## config.mk

```make
export PLATFORM = sky130hd
export DESIGN_NAME = move_win_scanner_flat
export DESIGN_NICKNAME = d
export VERILOG_FILES = /design/src/rtl/move_win_scanner_if.sv /design/src/rtl/move_win_scanner.sv /design/src/flat_wrapper.sv
export SDC_FILE = /design/constraint.sdc
export NUM_CORES = 1
export LEC_CHECK = 0
export CORE_UTILIZATION = 50
export DETAILED_ROUTE_END_ITERATION = 16
export GPL_ROUTABILITY_DRIVEN = 0
export PLACE_DENSITY = 0.77
export SYNTH_ARGS = -nofsm -noshare
export SYNTH_HDL_FRONTEND = slang
export SYNTH_SLANG_ARGS = --single-unit
```

## constraint.sdc

```tcl
create_clock -name clk -period 5.3 [get_ports clk]
set_input_delay 1.325 -clock clk [delete_from_list [all_inputs] [get_ports clk]]
set_output_delay 1.325 -clock clk [all_outputs]
set_load 0.02 [all_outputs]
```

## src/rtl/move_win_scanner_if.sv

```systemverilog
// Move/result bus between the move generators, move_win_scanner and the game controller.
interface move_win_scanner_if #(
    parameter int unsigned N = 15
);
    logic             start;
    logic [3:0]       row;
    logic [3:0]       col;
    logic [N*N-1:0]   board;
    logic             busy;
    logic             done;
    logic             win;
    logic             bad;
    logic [1:0]       win_dir;
    logic [4:0]       run_len;

    modport master (
        output start, row, col, board,
        input  busy, done, win, bad, win_dir, run_len
    );

    modport slave (
        input  start, row, col, board,
        output busy, done, win, bad, win_dir, run_len
    );
endinterface

```

## src/rtl/move_win_scanner.sv

```systemverilog
// Sequential five-in-a-row checker: walks the latched board outward from the placed cell, one probe per clock.
// Define WIN_EXACT_EN for the exact-five rule (no early exit, overlines do not win).
module move_win_scanner #(
    parameter int unsigned N       = 15,
    parameter int unsigned WIN_LEN = 5
) (
    input  logic              clk,
    input  logic              rst,
    move_win_scanner_if.slave bus
);
    localparam int unsigned CELLS = N * N;
    localparam int unsigned IDX_W = $clog2(CELLS);
    localparam int unsigned CW    = 5;
    localparam int unsigned PW    = 6;

`ifdef WIN_EXACT_EN
    localparam bit EXACT = 1'b1;
`else
    localparam bit EXACT = 1'b0;
`endif

    localparam logic [2:0] S_IDLE  = 3'd0;
    localparam logic [2:0] S_CHECK = 3'd1;
    localparam logic [2:0] S_POS   = 3'd2;
    localparam logic [2:0] S_NEG   = 3'd3;
    localparam logic [2:0] S_DONE  = 3'd4;

    logic [2:0]              state, state_d;
    logic [CELLS-1:0]        brd_q, brd_d;
    logic [3:0]              row_q, row_d, col_q, col_d;
    logic signed [PW-1:0]    pr, pr_d, pc, pc_d;
    logic [1:0]              dir, dir_d, dir_nx;
    logic [CW-1:0]           cnt, cnt_d, cnt_inc;
    logic                    busy_q, busy_d, done_q, done_d;
    logic                    win_q, win_d, bad_q, bad_d;
    logic [1:0]              win_dir_q, win_dir_d;
    logic [CW-1:0]           run_len_q, run_len_d;

    logic signed [PW-1:0]    sr_c, sc_c;
    logic                    in_range_c, on_board_c, stone_c, early_c, hit_c, eval_c;
    logic [IDX_W-1:0]        cell_idx_c, probe_idx_c;

    // Step along a direction: 0 horizontal, 1 vertical, 2 diagonal, 3 anti-diagonal.
    function automatic logic signed [PW-1:0] d_row(input logic [1:0] d);
        return (d == 2'd0) ? 6'sd0 : 6'sd1;
    endfunction

    function automatic logic signed [PW-1:0] d_col(input logic [1:0] d);
        case (d)
            2'd0:    return 6'sd1;
            2'd1:    return 6'sd0;
            2'd2:    return 6'sd1;
            default: return -6'sd1;
        endcase
    endfunction

    // Coordinates stay signed so stepping left of column 0 lands off-board instead of wrapping.
    always_comb begin
        sr_c        = $signed({2'b00, row_q});
        sc_c        = $signed({2'b00, col_q});
        in_range_c  = (32'(row_q) < N) && (32'(col_q) < N);
        cell_idx_c  = IDX_W'(row_q) * IDX_W'(N) + IDX_W'(col_q);
        on_board_c  = !pr[PW-1] && !pc[PW-1] && (32'(pr[PW-2:0]) < N) && (32'(pc[PW-2:0]) < N);
        probe_idx_c = IDX_W'(pr[PW-2:0]) * IDX_W'(N) + IDX_W'(pc[PW-2:0]);
        stone_c     = on_board_c && brd_q[probe_idx_c];
        cnt_inc     = (cnt == 5'd31) ? cnt : cnt + 5'd1;
        early_c     = !EXACT && (32'(cnt_inc) >= WIN_LEN);
        dir_nx      = dir + 2'd1;
    end

    always_comb begin
        state_d   = state;
        brd_d     = brd_q;
        row_d     = row_q;
        col_d     = col_q;
        pr_d      = pr;
        pc_d      = pc;
        dir_d     = dir;
        cnt_d     = cnt;
        busy_d    = busy_q;
        done_d    = 1'b0;
        win_d     = win_q;
        bad_d     = bad_q;
        win_dir_d = win_dir_q;
        run_len_d = run_len_q;
        eval_c    = 1'b0;
        hit_c     = 1'b0;

        case (state)
            S_IDLE: begin
                if (bus.start) begin
                    brd_d     = bus.board;
                    row_d     = bus.row;
                    col_d     = bus.col;
                    busy_d    = 1'b1;
                    win_d     = 1'b0;
                    bad_d     = 1'b0;
                    win_dir_d = 2'd0;
                    run_len_d = '0;
                    state_d   = S_CHECK;
                end
            end
            S_CHECK: begin
                if (!in_range_c || !brd_q[cell_idx_c]) begin
                    bad_d     = 1'b1;
                    win_d     = 1'b0;
                    run_len_d = '0;
                    state_d   = S_DONE;
                end else begin
                    dir_d   = 2'd0;
                    cnt_d   = 5'd1;
                    pr_d    = sr_c + d_row(2'd0);
                    pc_d    = sc_c + d_col(2'd0);
                    state_d = S_POS;
                end
            end
            S_POS: begin
                if (stone_c) begin
                    cnt_d  = cnt_inc;
                    pr_d   = pr + d_row(dir);
                    pc_d   = pc + d_col(dir);
                    eval_c = early_c;
                end else begin
                    pr_d    = sr_c - d_row(dir);
                    pc_d    = sc_c - d_col(dir);
                    state_d = S_NEG;
                end
            end
            S_NEG: begin
                if (stone_c) begin
                    cnt_d  = cnt_inc;
                    pr_d   = pr - d_row(dir);
                    pc_d   = pc - d_col(dir);
                    eval_c = early_c;
                end else begin
                    eval_c = 1'b1;
                end
            end
            S_DONE: begin
                done_d  = 1'b1;
                busy_d  = 1'b0;
                state_d = S_IDLE;
            end
            default: state_d = S_IDLE;
        endcase

        // Line finished: decide win, move to the next direction, or give up.
        if (eval_c) begin
            hit_c = EXACT ? (32'(cnt_d) == WIN_LEN) : (32'(cnt_d) >= WIN_LEN);
            if (hit_c) begin
                win_d     = 1'b1;
                win_dir_d = dir;
                run_len_d = cnt_d;
                state_d   = S_DONE;
            end else if (dir != 2'd3) begin
                dir_d   = dir_nx;
                cnt_d   = 5'd1;
                pr_d    = sr_c + d_row(dir_nx);
                pc_d    = sc_c + d_col(dir_nx);
                state_d = S_POS;
            end else begin
                win_d     = 1'b0;
                run_len_d = cnt_d;
                state_d   = S_DONE;
            end
        end
    end

    always_ff @(posedge clk or negedge rst) begin
        if (!rst) begin
            state     <= S_IDLE;
            brd_q     <= '0;
            row_q     <= '0;
            col_q     <= '0;
            pr        <= '0;
            pc        <= '0;
            dir       <= '0;
            cnt       <= '0;
            busy_q    <= 1'b0;
            done_q    <= 1'b0;
            win_q     <= 1'b0;
            bad_q     <= 1'b0;
            win_dir_q <= '0;
            run_len_q <= '0;
        end else begin
            state     <= state_d;
            brd_q     <= brd_d;
            row_q     <= row_d;
            col_q     <= col_d;
            pr        <= pr_d;
            pc        <= pc_d;
            dir       <= dir_d;
            cnt       <= cnt_d;
            busy_q    <= busy_d;
            done_q    <= done_d;
            win_q     <= win_d;
            bad_q     <= bad_d;
            win_dir_q <= win_dir_d;
            run_len_q <= run_len_d;
        end
    end

    assign bus.busy    = busy_q;
    assign bus.done    = done_q;
    assign bus.win     = win_q;
    assign bus.bad     = bad_q;
    assign bus.win_dir = win_dir_q;
    assign bus.run_len = run_len_q;
endmodule

```

## src/flat_wrapper.sv

```systemverilog
// flat-port wrapper written by rule: the top's interface ports become plain ports
module move_win_scanner_flat 
#(
    parameter int unsigned N       = 15,
    parameter int unsigned WIN_LEN = 5
)
  (clk, rst, bus_start, bus_row, bus_col, bus_board, bus_busy, bus_done, bus_win, bus_bad, bus_win_dir, bus_run_len);
  move_win_scanner_if #(.N(N)) bus_i ();
  input  logic clk;
  input  logic rst;
  input wire logic [$bits(bus_i.start)-1:0] bus_start;
  input wire logic [$bits(bus_i.row)-1:0] bus_row;
  input wire logic [$bits(bus_i.col)-1:0] bus_col;
  input wire logic [$bits(bus_i.board)-1:0] bus_board;
  output wire logic [$bits(bus_i.busy)-1:0] bus_busy;
  output wire logic [$bits(bus_i.done)-1:0] bus_done;
  output wire logic [$bits(bus_i.win)-1:0] bus_win;
  output wire logic [$bits(bus_i.bad)-1:0] bus_bad;
  output wire logic [$bits(bus_i.win_dir)-1:0] bus_win_dir;
  output wire logic [$bits(bus_i.run_len)-1:0] bus_run_len;
  assign bus_i.start = bus_start;
  assign bus_i.row = bus_row;
  assign bus_i.col = bus_col;
  assign bus_i.board = bus_board;
  assign bus_busy = bus_i.busy;
  assign bus_done = bus_i.done;
  assign bus_win = bus_i.win;
  assign bus_bad = bus_i.bad;
  assign bus_win_dir = bus_i.win_dir;
  assign bus_run_len = bus_i.run_len;
  move_win_scanner #(.N(N), .WIN_LEN(WIN_LEN)) u_core (.clk(clk), .rst(rst), .bus(bus_i));
endmodule
```

# Yosys cells after proc, flatten, opt, wreduce, memory -nomap -nowiden
# Index checks and enable logic that the tools add are counted.
[classes]
addsub = 13
n_mul = 2
n_lt_le_gt_ge = 8
n_eq_ne = 15
muxes = 74
n_reduce_logical = 22
[ops]
columns = ["operator", "count"]
rows = [
  ["$mux W6", 20],
  ["$mux W5", 11],
  ["$pmux W6 S3", 2],
  ["$pmux W6 S2", 2],
  ["$pmux W5 S2", 2],
  ["$lt A8 B9 Y1 const B", 2],
  ["$mux W2", 9],
  ["$mux W3", 6],
  ["$bmux W1 S8", 2],
  ["$mux W1", 15],
  ["$add A5 B6 Y6", 2],
  ["$add A6 B6 Y6", 2],
  ["$pmux W3 S4", 1],
  ["$sub A5 B6 Y6", 2],
  ["$sub A6 B6 Y6", 2],
  ["$ge A5 B3 Y1 const B", 2],
  ["$lt A5 B4 Y1 const B", 2],
  ["$add A8 B4 Y8", 1],
  ["$add A8 B5 Y8", 1],
  ["$lt A4 B4 Y1 const B", 2],
  ["$mul A4 B4 Y8 const B", 1],
  ["$mul A5 B4 Y8 const B", 1],
  ["$pmux W1 S2", 4],
  ["$eq A3 B2 Y1 const B", 2],
  ["other kinds (21)", 38],
]
[totals]
ff_bits = 266
in_bits = 236
output_inout_bits = 11
wordCells = 148

# Logic depth before layout (Yosys ltp)
[depth]
word_depth = 15
ltp_mapped = 20
ltp_nobuf = 17

# Worst setup path before layout
# Ideal clock, no wire load.
[synth_path]
path_kind = "flip-flop to flip-flop"
startpoint = "reg u_core.pr[2]"
endpoint = "reg u_core.pc[4]"
setup_ns = 0.125
arrival_time_ns = 5.608
t_required_ns = 5.175
path_slack_ns = -0.433
stages_incl_launch_ff = 18
n_path_buf = 0
period_less_slack_ns = 5.733
cell_sequence = "dfrtp_1 -> fa_1 -> fa_1 -> inv_1 -> fa_1 -> inv_1 -> ha_1 -> nor2b_2 -> o31a_2 -> xor2_1 -> mux2i_1 -> a221oi_1 -> o21ai_2 -> nand4b_4 -> o41a_1 -> a221oi_2 -> nand3_4 -> mux2_4"
[synth_between]
elab_chain_cells = 10
elab_cells_between_ends = 20
classes_between = "add/sub (1); mul (1); order compare (2); mux (13); reduce/logical (3)"
[synth_rtl]
columns = ["element", "line_no", "rtl"]
rows = [
  ["start: declaration", "move_win_scanner.sv:31", "logic signed [PW-1:0] pr, pr_d, pc, pc_d;"],
  ["start signal: assignment", "move_win_scanner.sv:190", "pr <= pr_d;"],
  ["$mul A5 B4 Y8", "move_win_scanner.sv:64", "probe_idx_c = IDX_W'(pr[PW-2:0]) * IDX_W'(N) + IDX_W'(pc[PW-2:0]);"],
  ["$add A8 B5 Y8", "move_win_scanner.sv:64", ""],
  ["$bmux W1 S8", "move_win_scanner.sv:65", "stone_c = on_board_c && brd_q[probe_idx_c];"],
  ["$mux W1 (implied by the code)", "move_win_scanner.sv:65", ""],
  ["$logic_and A1 B1 Y1 (*)", "move_win_scanner.sv:65", ""],
  ["$mux W5 (tied with other cells)", "move_win_scanner.sv:118, move_win_scanner.sv:130", ""],
  ["$pmux W5 S2 or $pmux W6 S3 (tied branches)", "move_win_scanner.sv:89", "case (state)"],
  ["$ge A5 B3 Y1 or $mux W6 (tied branches)", "move_win_scanner.sv:149, move_win_scanner.sv:155", ""],
  ["$mux W6", "move_win_scanner.sv:150", "if (hit_c) begin"],
  ["$mux W6 (*)", "move_win_scanner.sv:148", "if (eval_c) begin"],
  ["named net u_core.pc_d[4]", "move_win_scanner.sv:31", ""],
  ["end signal: assignment", "move_win_scanner.sv:191", "pc <= pc_d;"],
  ["end: declaration", "move_win_scanner.sv:31", ""],
]
# Mark *: on every way through the listed nets, which the timed path passes. The rest lies on a longest branch. The select of a mux whose other input is x is not followed.
# A chain may end at the register's enable or synchronous reset.

# Worst setup path after layout
[layout_path]
startpoint = "reg u_core.pr[0]"
endpoint = "reg u_core.pr[2]"
[layout_between]
elab_chain_cells = 10
elab_cells_between_ends = 22
classes_between = "add/sub (3); mul (1); order compare (2); mux (13); reduce/logical (3)"
[layout_rtl]
columns = ["element", "line_no"]
rows = [
  ["$mul A5 B4 Y8", "move_win_scanner.sv:64"],
  ["$add A8 B5 Y8", "move_win_scanner.sv:64"],
  ["$bmux W1 S8", "move_win_scanner.sv:65"],
  ["$mux W1 (implied by the code)", "move_win_scanner.sv:65"],
  ["$logic_and A1 B1 Y1", "move_win_scanner.sv:65"],
  ["$mux W5 (tied with other cells)", "move_win_scanner.sv:118, move_win_scanner.sv:130"],
  ["$pmux W5 S2 or $pmux W6 S3 (tied branches)", "move_win_scanner.sv:89"],
  ["$ge A5 B3 Y1 or $mux W6 (tied branches)", "move_win_scanner.sv:149, move_win_scanner.sv:155"],
  ["$mux W6", "move_win_scanner.sv:150"],
  ["$mux W6 (*)", "move_win_scanner.sv:148"],
  ["named net u_core.pr_d[2]", "move_win_scanner.sv:31"],
]
# Marked as above.

==> results by group <==
Timing
  – Setup slack after layout: -0.0834 ns
  – Final Cycle Share: 102%
  – Pins Over Slew Limit: 0
  – Slew margin rel.: 36.1%
  – Final setup violation count: 2
  – Min Hold Slack: 0.528 ns
  – Max Fclk: between 0.15 and 0.2 GHz
  – Worst slew pin tran: around 0.96 ns
  – RSZ-0062 raised after global routing: yes
  – Final Hold Fails: 0
  – Final Critical Period: between 5 and 6 ns
  – Layout Skew: 0.0143 ns

Yosys
  – Most frequent cell after synthesis: dfrtp_1
  – Area leader, netlist: dfrtp_1
  – Syn Inst Count: 1,346
  – Synth top area share: 38.9%
  – Top cells by area, synth: dfrtp_1, mux2_2, mux4_2, ha_1, mux2i_1
  – Netlist cell types: 84
  – Yosys Warn Count: 0
  – Mean post-synth cell area: 12.7 um^2
  – Syn nets: 1,684
  – Synth Flop Type: dfrtp_1
  – Synth async-reset ratio: 100%
  – Synthesized area: 0.0171 mm^2
  – #FFs+latches synth: 266
  – Post-synth top cells: dfrtp_1, mux2_2, mux4_2, ha_1, nand2_1
  – Post-synth EDFFs: 0
  – Seq/Total Area, Yosys: 38.9%

Floorplanning
  – CORE AREA: 0.0336 mm^2
  – Ports: 247
  – Starting Density: between 50% and 60%
  – Die width: roughly 190 um
  – Chip height: 187 um
  – Num rows: 67
  – Die area: roughly 0.035 mm^2

Global routing
  – Vias in the first global route: 13,417
  – Largest net degree at the start of global routing: 122
  – Overall routing resource usage: 27.9%
  – GRT Residual Overflow: 0
  – Global-route wire length before repair: 76,300 um
  – Initial antenna violation count: 2

Clock tree
  – Root buffer cell: clkbuf_16
  – CTS tree: built
  – H-tree levels: 1
  – Clk pin slew, worst setup/hold paths: approximately 0.070 ns
  – CTS sink cnt: 266
  – Clk_lat worst skew: 0.57 ns
  – CTS Buf Count: 28
  – CTS Buffer Depth: 3

Place
  – Dpl hpwl: 36,400 um
  – Port Buffers: 246

Worst setup path
  – CP endpoint kind: flip-flop
  – Worst r2r path cells: 18
  – CP Data Required Time: 5.74 ns
  – CP Max Fanout: 18
  – Worst EP arrival: between 5 and 6 ns
  – Worst r2r src: u_core.pr[0]
  – Crit path kind: flip-flop to flip-flop
  – Worst R2R End: u_core.pr[2]
  – Startpoint Class: flip-flop
  – R2R Setup Slk: -0.08 ns

Min path
  – Worst hold path startpoint: u_core.brd_q[211]
  – Worst-case hold path end point: u_core.brd_q[211]
  – Worst Hold Class: flip-flop to flip-flop
  – Min-Delay Path Depth: 1

Routing
  – Via count: ~13,000
  – Routed len/inst: 22.9 um
  – Vias/cell: 6.10
  – Initial DRC Count: 802
  – Final WL: 48,500 um
  – First-pass detailed-route iteration total: 5
  – Antenna viol nets, final: 0
  – Remaining DRCs: 0

Layout
  – Share of layout cells above drive strength 1: between 30% and 40%
  – Area Overhead vs Synth: 28.4%
  – Fill cell count: 2,440
  – Nets: roughly 2,000
  – Register area: roughly 0.0067 mm^2
  – Multi-input logic area: 0.0101 mm^2

Status
  – Failing checks: negative setup slack
  – Status: finished with violations

Flow run
  – Max Cap Violations: 0
[registers in the layout, summed over array words and instances, names as in the netlist]
| signal | cells |
|---|---|
| u_core.state | 3 |
| u_core.pr | 6 |
| u_core.bus.run_len | 5 |
| u_core.cnt | 5 |
| u_core.dir | 2 |
| u_core.bus.done | 1 |
| u_core.row_q | 4 |
| u_core.brd_q | 225 |
| u_core.bus.win | 1 |
| u_core.bus.win_dir | 2 |
| u_core.bus.bad | 1 |
| u_core.col_q | 4 |
| u_core.pc | 6 |
| u_core.bus.busy | 1 |
[cell families after synthesis]
family,count (synthesis),synth area share [%]
AO/OA/AOI/OAI,169,6.81
XOR/XNOR,34,1.89
adder cells (fa/ha/maj),102,8.38
buffers and inverters,150,4.02
flip-flops,266,38.9
multiplexers,390,33.2
AND/OR/NAND/NOR,235,6.79
[worst max path at each step]
stage                    start      endpoint  slack (ns)  cells past startpoint
4_1_cts           u_core.pr[0]  u_core.pr[1]       -0.04                     17
3_5_place_dp   u_core.row_q[0]  u_core.pc[3]       -0.11                     20
3_3_place_gp   u_core.row_q[0]  u_core.pc[4]       -0.02                     21
5_1_grt        u_core.row_q[2]  u_core.pr[2]       -0.23                     21
6_report          u_core.pr[0]  u_core.pr[2]       -0.08                     18
2_1_floorplan     u_core.pr[2]  u_core.pc[4]        0.02                     17
[placed cells by master, fill, tap and decap left out, drive strengths merged, types with 3 or more instances in the layout]
master and instances:
a2bb2oi 4, clkbuf 38, a31oi 9, nor2 49, nand4 15, a211oi 7, xor2 10, o211ai 5
a21o 9, a221oi 3, mux4 117, or2 5, a32oi 3, dfrtp 266, a22oi 6, nor3 9
nand2b 10, ha 81, a311oi 6, a211o 3, clkinv 10, o21ai 41, a21oi 34, o31ai 3
inv 71, mux2i 43, nand3 35, nand2 77, o311ai 3, fa 21, bufinv 4, buf 107
o21bai 8, and3 16, xnor2 24, clkdlybuf4s50 245, a222oi 4, mux2 230, nor4 5
[per-stage QoR]
stage	util, %	worst slack, ns	TNS, ns	instances	instance area [um^2]
finish	65.4	-0.0834	-0.0836	2122	22000
global route	65.4	-0.231	-2.85	2122	22000
detailed placement	61.6	-0.108	-1.01	2062	20700
global placement	61.6	-0.0185	-0.0400	2062	20700
floorplan	-	0.0208	0	1346	17200
CTS	64.6	-0.0383	-0.226	2113	21700
[area by class of cell]
| class | instances | area share, % |
|---|---|---|
| multi-input combinational | 930 | 45.9 |
| sequential | 266 | 30.3 |
| timing repair buffer | 353 | 15.7 |
| clock buffer | 37 | 3.48 |
| tap | 448 | 2.55 |
| inverter | 73 | 1.25 |
| clock inverter | 13 | 0.831 |
| antenna | 2 | 0.0228 |
[routing by layer]
metal	routed length [um]	global-route usage [%]	vias to the layer above
met3	3050	3.32	107
met2	24000	47.1	568
met1	19700	37.2	6607
li1	-	-	5655
met5	0	0	-
met4	1750	10.2	0
[repair_timing]
item / in CTS / in global routing
setup endpoints to repair: 26 / 27
hold buffers: 0 / 0
gates resized for setup: 11 / 34
gates cloned: 0 / 1
pin swaps: 16 / 12
setup buffers: 2 / 6
[worst max-delay path, stage by stage, from the launching register on]
cell and delay [ns]:
dfrtp_1 0.42, fa_1 0.55, buf_4 0.17, fa_1 0.58
inv_1 0.07, fa_2 0.61, clkinv_2 0.09, buf_12 0.17
mux4_2 0.38, mux2i_4 0.09, mux2i_1 0.18, mux2i_1 0.12
a22oi_2 0.23, nand4b_4 0.18, o41a_1 0.42, a221oi_4 0.38
buf_4 0.17, a41oi_1 0.13, o221ai_1 0.31
Power is left out: the tool's default activity adds up to more than one toggle a clock period on the data nets, which glitch-free logic cannot reach.
